<file path="src/rtl/jtframe_ps2_keymap.sv">
// PS/2 keyboard front end: synchronised and filtered line receiver, E0/F0/E1 prefix
// decoding and a 512-entry programmable map that drives a flat key-state vector.
module jtframe_ps2_keymap #(
    parameter int NKEYS   = 64,
    parameter int FILTER  = 8,
    parameter int TIMEOUT = 16384
) (
    input  logic             clk,
    input  logic             rst,
    input  logic             ps2_clk,
    input  logic             ps2_data,
    input  logic             prog_we,
    input  logic [8:0]       prog_addr,
    input  logic [7:0]       prog_data,
    output logic             ready,
    output logic [NKEYS-1:0] key_state,
    output logic             key_pause,
    output logic [7:0]       rx_byte,
    output logic             rx_valid,
    output logic             rx_err
);
    localparam int IW = $clog2(NKEYS);
    localparam int FW = $clog2(FILTER + 1);
    localparam int TW = $clog2(TIMEOUT + 1);
    localparam logic [IW:0] NK = NKEYS[IW:0];

    typedef enum logic {S_INIT, S_RUN} state_t;

    logic [1:0]    clk_sync, dat_sync;
    logic [FW-1:0] flt_cnt;
    logic          flt_clk, flt_clk_d, fall;
    logic [3:0]    bit_cnt;
    logic [9:0]    shift;
    logic [10:0]   frame;
    logic [TW-1:0] to_cnt;

    // The line idles high, so the synchronisers and filter reset to 1.
    always_ff @(posedge clk) begin
        if (rst) begin
            clk_sync  <= 2'b11;
            dat_sync  <= 2'b11;
            flt_cnt   <= '0;
            flt_clk   <= 1'b1;
            flt_clk_d <= 1'b1;
        end else begin
            clk_sync  <= {clk_sync[0], ps2_clk};
            dat_sync  <= {dat_sync[0], ps2_data};
            flt_clk_d <= flt_clk;
            if (clk_sync[1] == flt_clk) begin
                flt_cnt <= '0;
            end else if (flt_cnt == FW'(FILTER - 1)) begin
                flt_clk <= clk_sync[1];
                flt_cnt <= '0;
            end else begin
                flt_cnt <= flt_cnt + FW'(1);
            end
        end
    end

    assign fall  = flt_clk_d & ~flt_clk;
    // frame[0] start, frame[8:1] data, frame[9] parity, frame[10] stop
    assign frame = {dat_sync[1], shift};

    always_ff @(posedge clk) begin
        if (rst) begin
            bit_cnt  <= '0;
            shift    <= '0;
            to_cnt   <= '0;
            rx_byte  <= '0;
            rx_valid <= 1'b0;
            rx_err   <= 1'b0;
        end else begin
            rx_valid <= 1'b0;
            rx_err   <= 1'b0;
            if (fall) begin
                to_cnt <= '0;
                if (bit_cnt == 4'd10) begin
                    bit_cnt <= '0;
                    if (!frame[0] && frame[10] && (^frame[9:1])) begin
                        rx_byte  <= frame[8:1];
                        rx_valid <= 1'b1;
                    end else begin
                        rx_err <= 1'b1;
                    end
                end else begin
                    shift   <= {dat_sync[1], shift[9:1]};
                    bit_cnt <= bit_cnt + 4'd1;
                end
            end else if (bit_cnt != 4'd0) begin
                if (to_cnt == TW'(TIMEOUT - 1)) begin
                    bit_cnt <= '0;
                    to_cnt  <= '0;
                    rx_err  <= 1'b1;
                end else begin
                    to_cnt <= to_cnt + TW'(1);
                end
            end
        end
    end

    state_t        state;
    logic [8:0]    init_addr;
    logic [7:0]    map_mem [512];
    logic          ext, rel, rel_l, apply, rd_valid;
    logic [IW-1:0] rd_idx;
    logic [2:0]    pause_cnt;
    logic          mem_we, lookup;
    logic [8:0]    mem_addr, look_addr;
    logic [7:0]    mem_din;

    always_comb begin
        mem_we   = 1'b0;
        mem_addr = prog_addr;
        mem_din  = prog_data;
        if (!rst) begin
            if (state == S_INIT) begin
                mem_we   = 1'b1;
                mem_addr = init_addr;
                mem_din  = 8'h00;
            end else begin
                mem_we = prog_we;
            end
        end
    end

    assign lookup = (state == S_RUN) && rx_valid && (pause_cnt == 3'd0) &&
                    (rx_byte != 8'hE0) && (rx_byte != 8'hF0) && (rx_byte != 8'hE1);
    assign look_addr = {ext, rx_byte};

    // Read-before-write: a same-cycle write and lookup sees the old entry.
    always_ff @(posedge clk) begin
        if (mem_we) map_mem[mem_addr] <= mem_din;
        if (lookup) begin
            rd_valid <= map_mem[look_addr][7];
            rd_idx   <= map_mem[look_addr][IW-1:0];
        end
    end

    always_ff @(posedge clk) begin
        if (rst) begin
            state     <= S_INIT;
            init_addr <= '0;
            ready     <= 1'b0;
            ext       <= 1'b0;
            rel       <= 1'b0;
            rel_l     <= 1'b0;
            apply     <= 1'b0;
            pause_cnt <= '0;
            key_pause <= 1'b0;
            key_state <= '0;
        end else begin
            apply <= 1'b0;
            case (state)
                S_INIT: begin
                    init_addr <= init_addr + 9'd1;
                    if (init_addr == 9'd511) begin
                        state <= S_RUN;
                        ready <= 1'b1;
                    end
                end
                S_RUN: begin
                    if (rx_err) begin
                        ext <= 1'b0;
                        rel <= 1'b0;
                    end else if (rx_valid) begin
                        if (pause_cnt != 3'd0) begin
                            pause_cnt <= pause_cnt - 3'd1;
                            if (pause_cnt == 3'd1) key_pause <= ~key_pause;
                        end else begin
                            case (rx_byte)
                                8'hE0:   ext <= 1'b1;
                                8'hF0:   rel <= 1'b1;
                                8'hE1:   pause_cnt <= 3'd7;
                                default: begin
                                    apply <= 1'b1;
                                    rel_l <= rel;
                                    ext   <= 1'b0;
                                    rel   <= 1'b0;
                                end
                            endcase
                        end
                    end
                    if (apply && rd_valid && ({1'b0, rd_idx} < NK)) key_state[rd_idx] <= ~rel_l;
                end
                default: state <= S_INIT;
            endcase
        end
    end
endmodule
</file>
<file path="config.mk">
export PLATFORM = sky130hd
export DESIGN_NAME = jtframe_ps2_keymap
export DESIGN_NICKNAME = d
export VERILOG_FILES = /design/src/rtl/jtframe_ps2_keymap.sv
export SDC_FILE = /design/constraint.sdc
export NUM_CORES = 2
export LEC_CHECK = 0
export ABC_AREA = 1
export BUFFER_PORTS_ARGS = -buffer_cell sky130_fd_sc_hd__buf_2
export CAP_MARGIN = 10
export CELL_PAD_IN_SITES_DETAIL_PLACEMENT = 1
export CELL_PAD_IN_SITES_GLOBAL_PLACEMENT = 1
export CORE_UTILIZATION = 30
export CTS_CLUSTER_SIZE = 30
export DETAILED_ROUTE_END_ITERATION = 8
export PLACE_DENSITY = 0.53
export SYNTH_ARGS = -nofsm -noshare
export SYNTH_HDL_FRONTEND = slang
export SYNTH_SLANG_ARGS = --single-unit
</file>
<file path="constraint.sdc">
create_clock -name clk -period 19.4 [get_ports clk]
set_input_delay 3.88 -clock clk [delete_from_list [all_inputs] [get_ports clk]]
set_output_delay 3.88 -clock clk [all_outputs]
set_load 0.02 [all_outputs]
</file>
* Word-level counts from Yosys, hierarchy flattened
Memories as Yosys holds them, arrays and structs flattened. A register that Yosys moved wholly into a read port is not among the register bits. Cells that the tools add are included.
Word-level totals: output and inout bits 76, RAM bits 4096, register bits 132, bits of input ports 22, logic and storage cells 127, memories kept 1
Memory list:
- map_mem | depth 512, width 8, read ports 1, clocked after Yosys merged registers in 1, wr ports 1, line 103 | logic [7:0] map_mem [512];
Cells by class: reductions and logical operators 36, mux-type cells 35, bitwise operators 12, add/sub/neg operators 5, $lt $le $gt $ge 2, equality and inequality tests 15
Operators by type and width (count):
- $bwmux 64 | 1
- $eq 8x8->1 const B | 3
- $ne 8x8->1 const B | 3
- $mux 1 | 20
- $mux 9 | 2
- $mux 4 | 4
- $mux 8 | 2
- $add 15x1->15 const B | 1
- $eq 15x14->1 const B | 1
- $mux 15 | 1
- $reduce_and 4->1 | 3
- $not 1->1 | 11
- $reduce_and 2->1 | 5
- $reduce_and 5->1 | 2
- $add 9x1->9 const B | 1
- $eq 9x9->1 const B | 1
- $logic_and 1x1->1 | 9
- $reduce_or 3->1 | 3
- $reduce_xor 9->1 | 1
- $add 4x1->4 const B | 2
- $reduce_bool 2->1 | 4
- $lt 6x7->1 const B | 1
- $demux 1 s6 | 1
- $ge 6x1->1 const B | 1
- other kinds (17) | 22

* Depth between registers and ports, before layout
depth after elaboration 6, gate-level depth with buffers 19, mapped depth without buffers 17

* Least setup slack after synthesis
OpenSTA, ideal clock, no wires.
path type input to register, start in rst, end mem map_mem[0][0], data pin, stages 4, data required time 16.826 ns, library setup time 2.574 ns, data arrival time 16.034 ns, slack 0.791 ns, path buffers 2, cells stage by stage buf_2 nor2_4 buf_2 nor2_1
Between the ends: cells in the longest elaborated chain, start to end 1
Ends and longest elaborated chain:
- from (decl) | line 9 | input logic rst,
- $mux 8 | line 115 | if (!rst) begin
- via mem_din[0] | line 109 | logic [7:0] mem_din;
- to (decl) | line 103
The timed path passes the listed nets, and every way through them passes these cells.

* Worst setup path in the final report
start in rst, end mem map_mem[309][7], enable pin
Between the ends: cells in the longest elaborated chain, start to end 3, elaborated cells on any way between the ends 4, those cells by class 4 x mux
Ends and longest elaborated chain:
- $mux 1 | line 115
- $mux 1 | line 132 | if (mem_we) map_mem[mem_addr] <= mem_din;
- $mux 1 (not written as such) | line 132
Several ways; a longest one is shown, not always the timed one.

==> out/results.tsv <==
metric	value	unit
outcome	finished, final reports clean	
most frequent cell after synthesis	nand2_1	
synthesized area	0.154	mm²
Tcrit/Tclk final	40.8	%
Buf/Inv on CP	3	
layout cells sized above 1	6.55	%
ranking of synthesized cells by area	edfxtp_1, nand2_1, nor2_1, nand3_1, inv_1	
Crit path top cell by count	nor2_1	
Clk Latency, worst-skew pair	1.00	ns
FFs w/ async S/R, synth	0	%
cell area after layout	0.174	mm²
Post-CTS Setup Repair Bufs	0	
Non-Filler Instances	21000	
Rows	262	
fin nets	13900	
I/O pins	98	
DRC	0	
WP data arrival	8.52	ns
CTS resizes	0	
Tot GR Track Use	19.0	%
largest net degree at the start of global routing	165	
Die Span X	718	µm
Reg clk slew, reported paths	0.06	ns
VDD IR max	0.0804	mV
Clock Root Buffer	clkbuf_16	
number of synthesized register bits	3723	
area leader, netlist	edfxtp_1	
placed cells	20200	
global-route wire length before repair	729	mm
drt first pass iters	5	
Place WS	10.33	ns
H-tree levels	5	
Yosys cell types	39	
wire length per cell	24.0	µm
Die Span Y	718	µm
Slew Viols, Final	0	
core area	0.510	mm²
Synth top area share	70.1	%
Post-Syn Instances	14000	
Setup crit start kind	primary input	
worst path cell trace	buf_2 -> nor2_4 -> inv_1 -> or2_2 -> o21ai_0 -> nand2_1 -> nor2_1 -> nand3_4 -> buf_4 -> nor2_1	
Min-Delay Path Class	reg2reg	
CTS tree	done	
Initial DRC Count	7207	
Mapped Nets	14000	
critical path depth	10	
PortBufs	96	
worst r2r src	rx_byte[0]	
Multi-input gate area	0.0357	mm²
Power Density	96.5	mW/mm²
R2R depth	20	
CP Data Required Time	19.99	ns
DIE AREA	0.515	mm²
worst reg2reg setup slack	12.36	ns
crit path capture type	flop	
initial antenna violation count	31	
vias post-DR	101000	
Post-CTS Hold Buffers	0	
DPL Wire Length	289	mm
final hold violation count	0	
Critical Path Slowest Stage Cell	nand3_4	
routability-driven placement congestion ratio	0.779	
Final min period	7.92	ns
Setup Viol. Count Final	0	
unrepaired setup endpoints after global routing	false	
grt total ovfl	0	
WHS Path Cells	1	
Lkg Pwr	63.5	nW
R2R Path End	rd_idx[4]	
total clock buffers created by CTS	423	
Yosys warning count	0	
vias in the first global route	103000	
final core utilization	34.2	%
Slew @ Worst Pin	1.30	ns
Seq/Total Area, Yosys	71.9	%
Setup CP Type	in2reg	
Synth top cells by count	nand2_1, edfxtp_1, nor2_1, inv_1, nand3_1	
Setup TNS	0	ns
Synth Flop Type	edfxtp_1	
slew margin rel.	13.1	%
crit-path max cell delay	0.85	ns
Achievable Freq	0.126	GHz
starting density of the core	30.2	%
Max-cap violations	0	
area grow syn2layout	13.3	%
Layout Skew	0.0448	ns
fin worst setup slack	11.48	ns
placed cell areas	0.161	mm²
register area	0.110	mm²
Clock Sinks	3723	
CP Capture Point	map_mem[309][7]	
Post-synth EDFFs	3591	
routed wire length	503	mm
CP Launch Point	rst	
Clock Tree Buf Depth	4	
Via density	4.80	
worst-path fanout max	22	
cell family with most CP delay	simple AND/OR/NAND/NOR gates	
post-route ant nets	0	
number of fillers in the final layout	55800	
synthesized area per cell	11.0	µm²
-- logic make-up (layout without fill, tap and decap cells) --
| logic type | Yosys count | after routing | share of synthesized area, % |
|---|---|---|---|
| AOI/OAI and AO/OA | 1177 | 1177 | 4.26 |
| xor gates and xnor gates | 13 | 13 | 0.0741 |
| adders and majority gates | 10 | 10 | 0.0814 |
| buffers and inverters | 1899 | 2170 | 5.09 |
| DFF | 3723 | 3723 | 71.9 |
| other | 0 | 9 | 0 |
| and+or+nand+nor | 7156 | 7156 | 18.6 |
-- layer usage --
layer	share of wire (%)	vias up	routed length, µm	track usage [%]
met4	2.4	0	11900	4.34
met1	46	51400	232000	26.5
met5	0	-	0	0
met3	4.1	596	20600	2.22
met2	47	1811	238000	31.8
li1	-	47000	-	-
-- worst reg2reg max path: cells and delay by family, from the launching register on --
family / cells / cell delay, ns
buf+inv: 7 / 3.83
simple gates: 13 / 2.57
flops: 1 / 0.33
-- report_power, final --
group / internal [mW] / switching [mW]
clock: 4.41 / 3.32
sequential: 8.82 / 0.00227
combinational: 0.0199 / 0.244
total: 13.2 / 3.57
-- cell type report --
class                   instances  share of cell area (%)
diodes                          9                  0.0129
clock buffers                 524                    6.40
clock inverters               248                    1.15
inverters                    1108                    2.41
multi-input cells            8356                    20.5
flip-flops and latches       3723                    63.4
well taps                    6732                    4.83
repair buffers                290                    1.28
-- registers in the layout, indices dropped and copies added (netlist names), 2 cells and up --
register and count:
dat_sync 2, key_state 64, bit_cnt 4, init_addr 9, pause_cnt 3, clk_sync 2
rx_byte 8, shift 10, map_mem 3584, to_cnt 15, flt_cnt 4, rd_idx 6
-- layout by cell type (no fill, tap or decap), types with 18 or more instances in the layout --
master     instances
o211ai_1         100
edfxtp_1        3591
buf_4            170
nor2_1          1655
buf_12            24
o21ai_0          457
inv_1           1096
buf_2             96
dfxtp_1          126
a21oi_1          452
a311oi_1          41
a31oi_1           38
clkinv_1         110
nand2_1         4251
clkbuf_1          89
nand4_1          134
nand3_1         1032
clkinv_2          80
clkbuf_16        430
a22oi_1           34
nor3_1            21
bufinv_16         26
o21ai_1           18
-- stage by stage --
step	hold slack [ns]	power, mW
after global placement	0.396	9.26
after detailed placement	0.402	9.26
final	0.415	16.8
after floorplan	0.389	9.16
after global routing	0.440	17.3
after CTS	0.418	17.0
-- worst min-delay path by stage --
stage                     start     endpoint  slack [ns]
floorplan           clk_sync[0]  clk_sync[1]        0.39
global placement    dat_sync[0]  dat_sync[1]        0.40
detailed placement  dat_sync[0]  dat_sync[1]        0.40
CTS                 dat_sync[0]  dat_sync[1]        0.42
global route        clk_sync[0]  clk_sync[1]        0.44
finish              clk_sync[0]  clk_sync[1]        0.41
No activity file was read; power rests on OpenSTA's default activity.
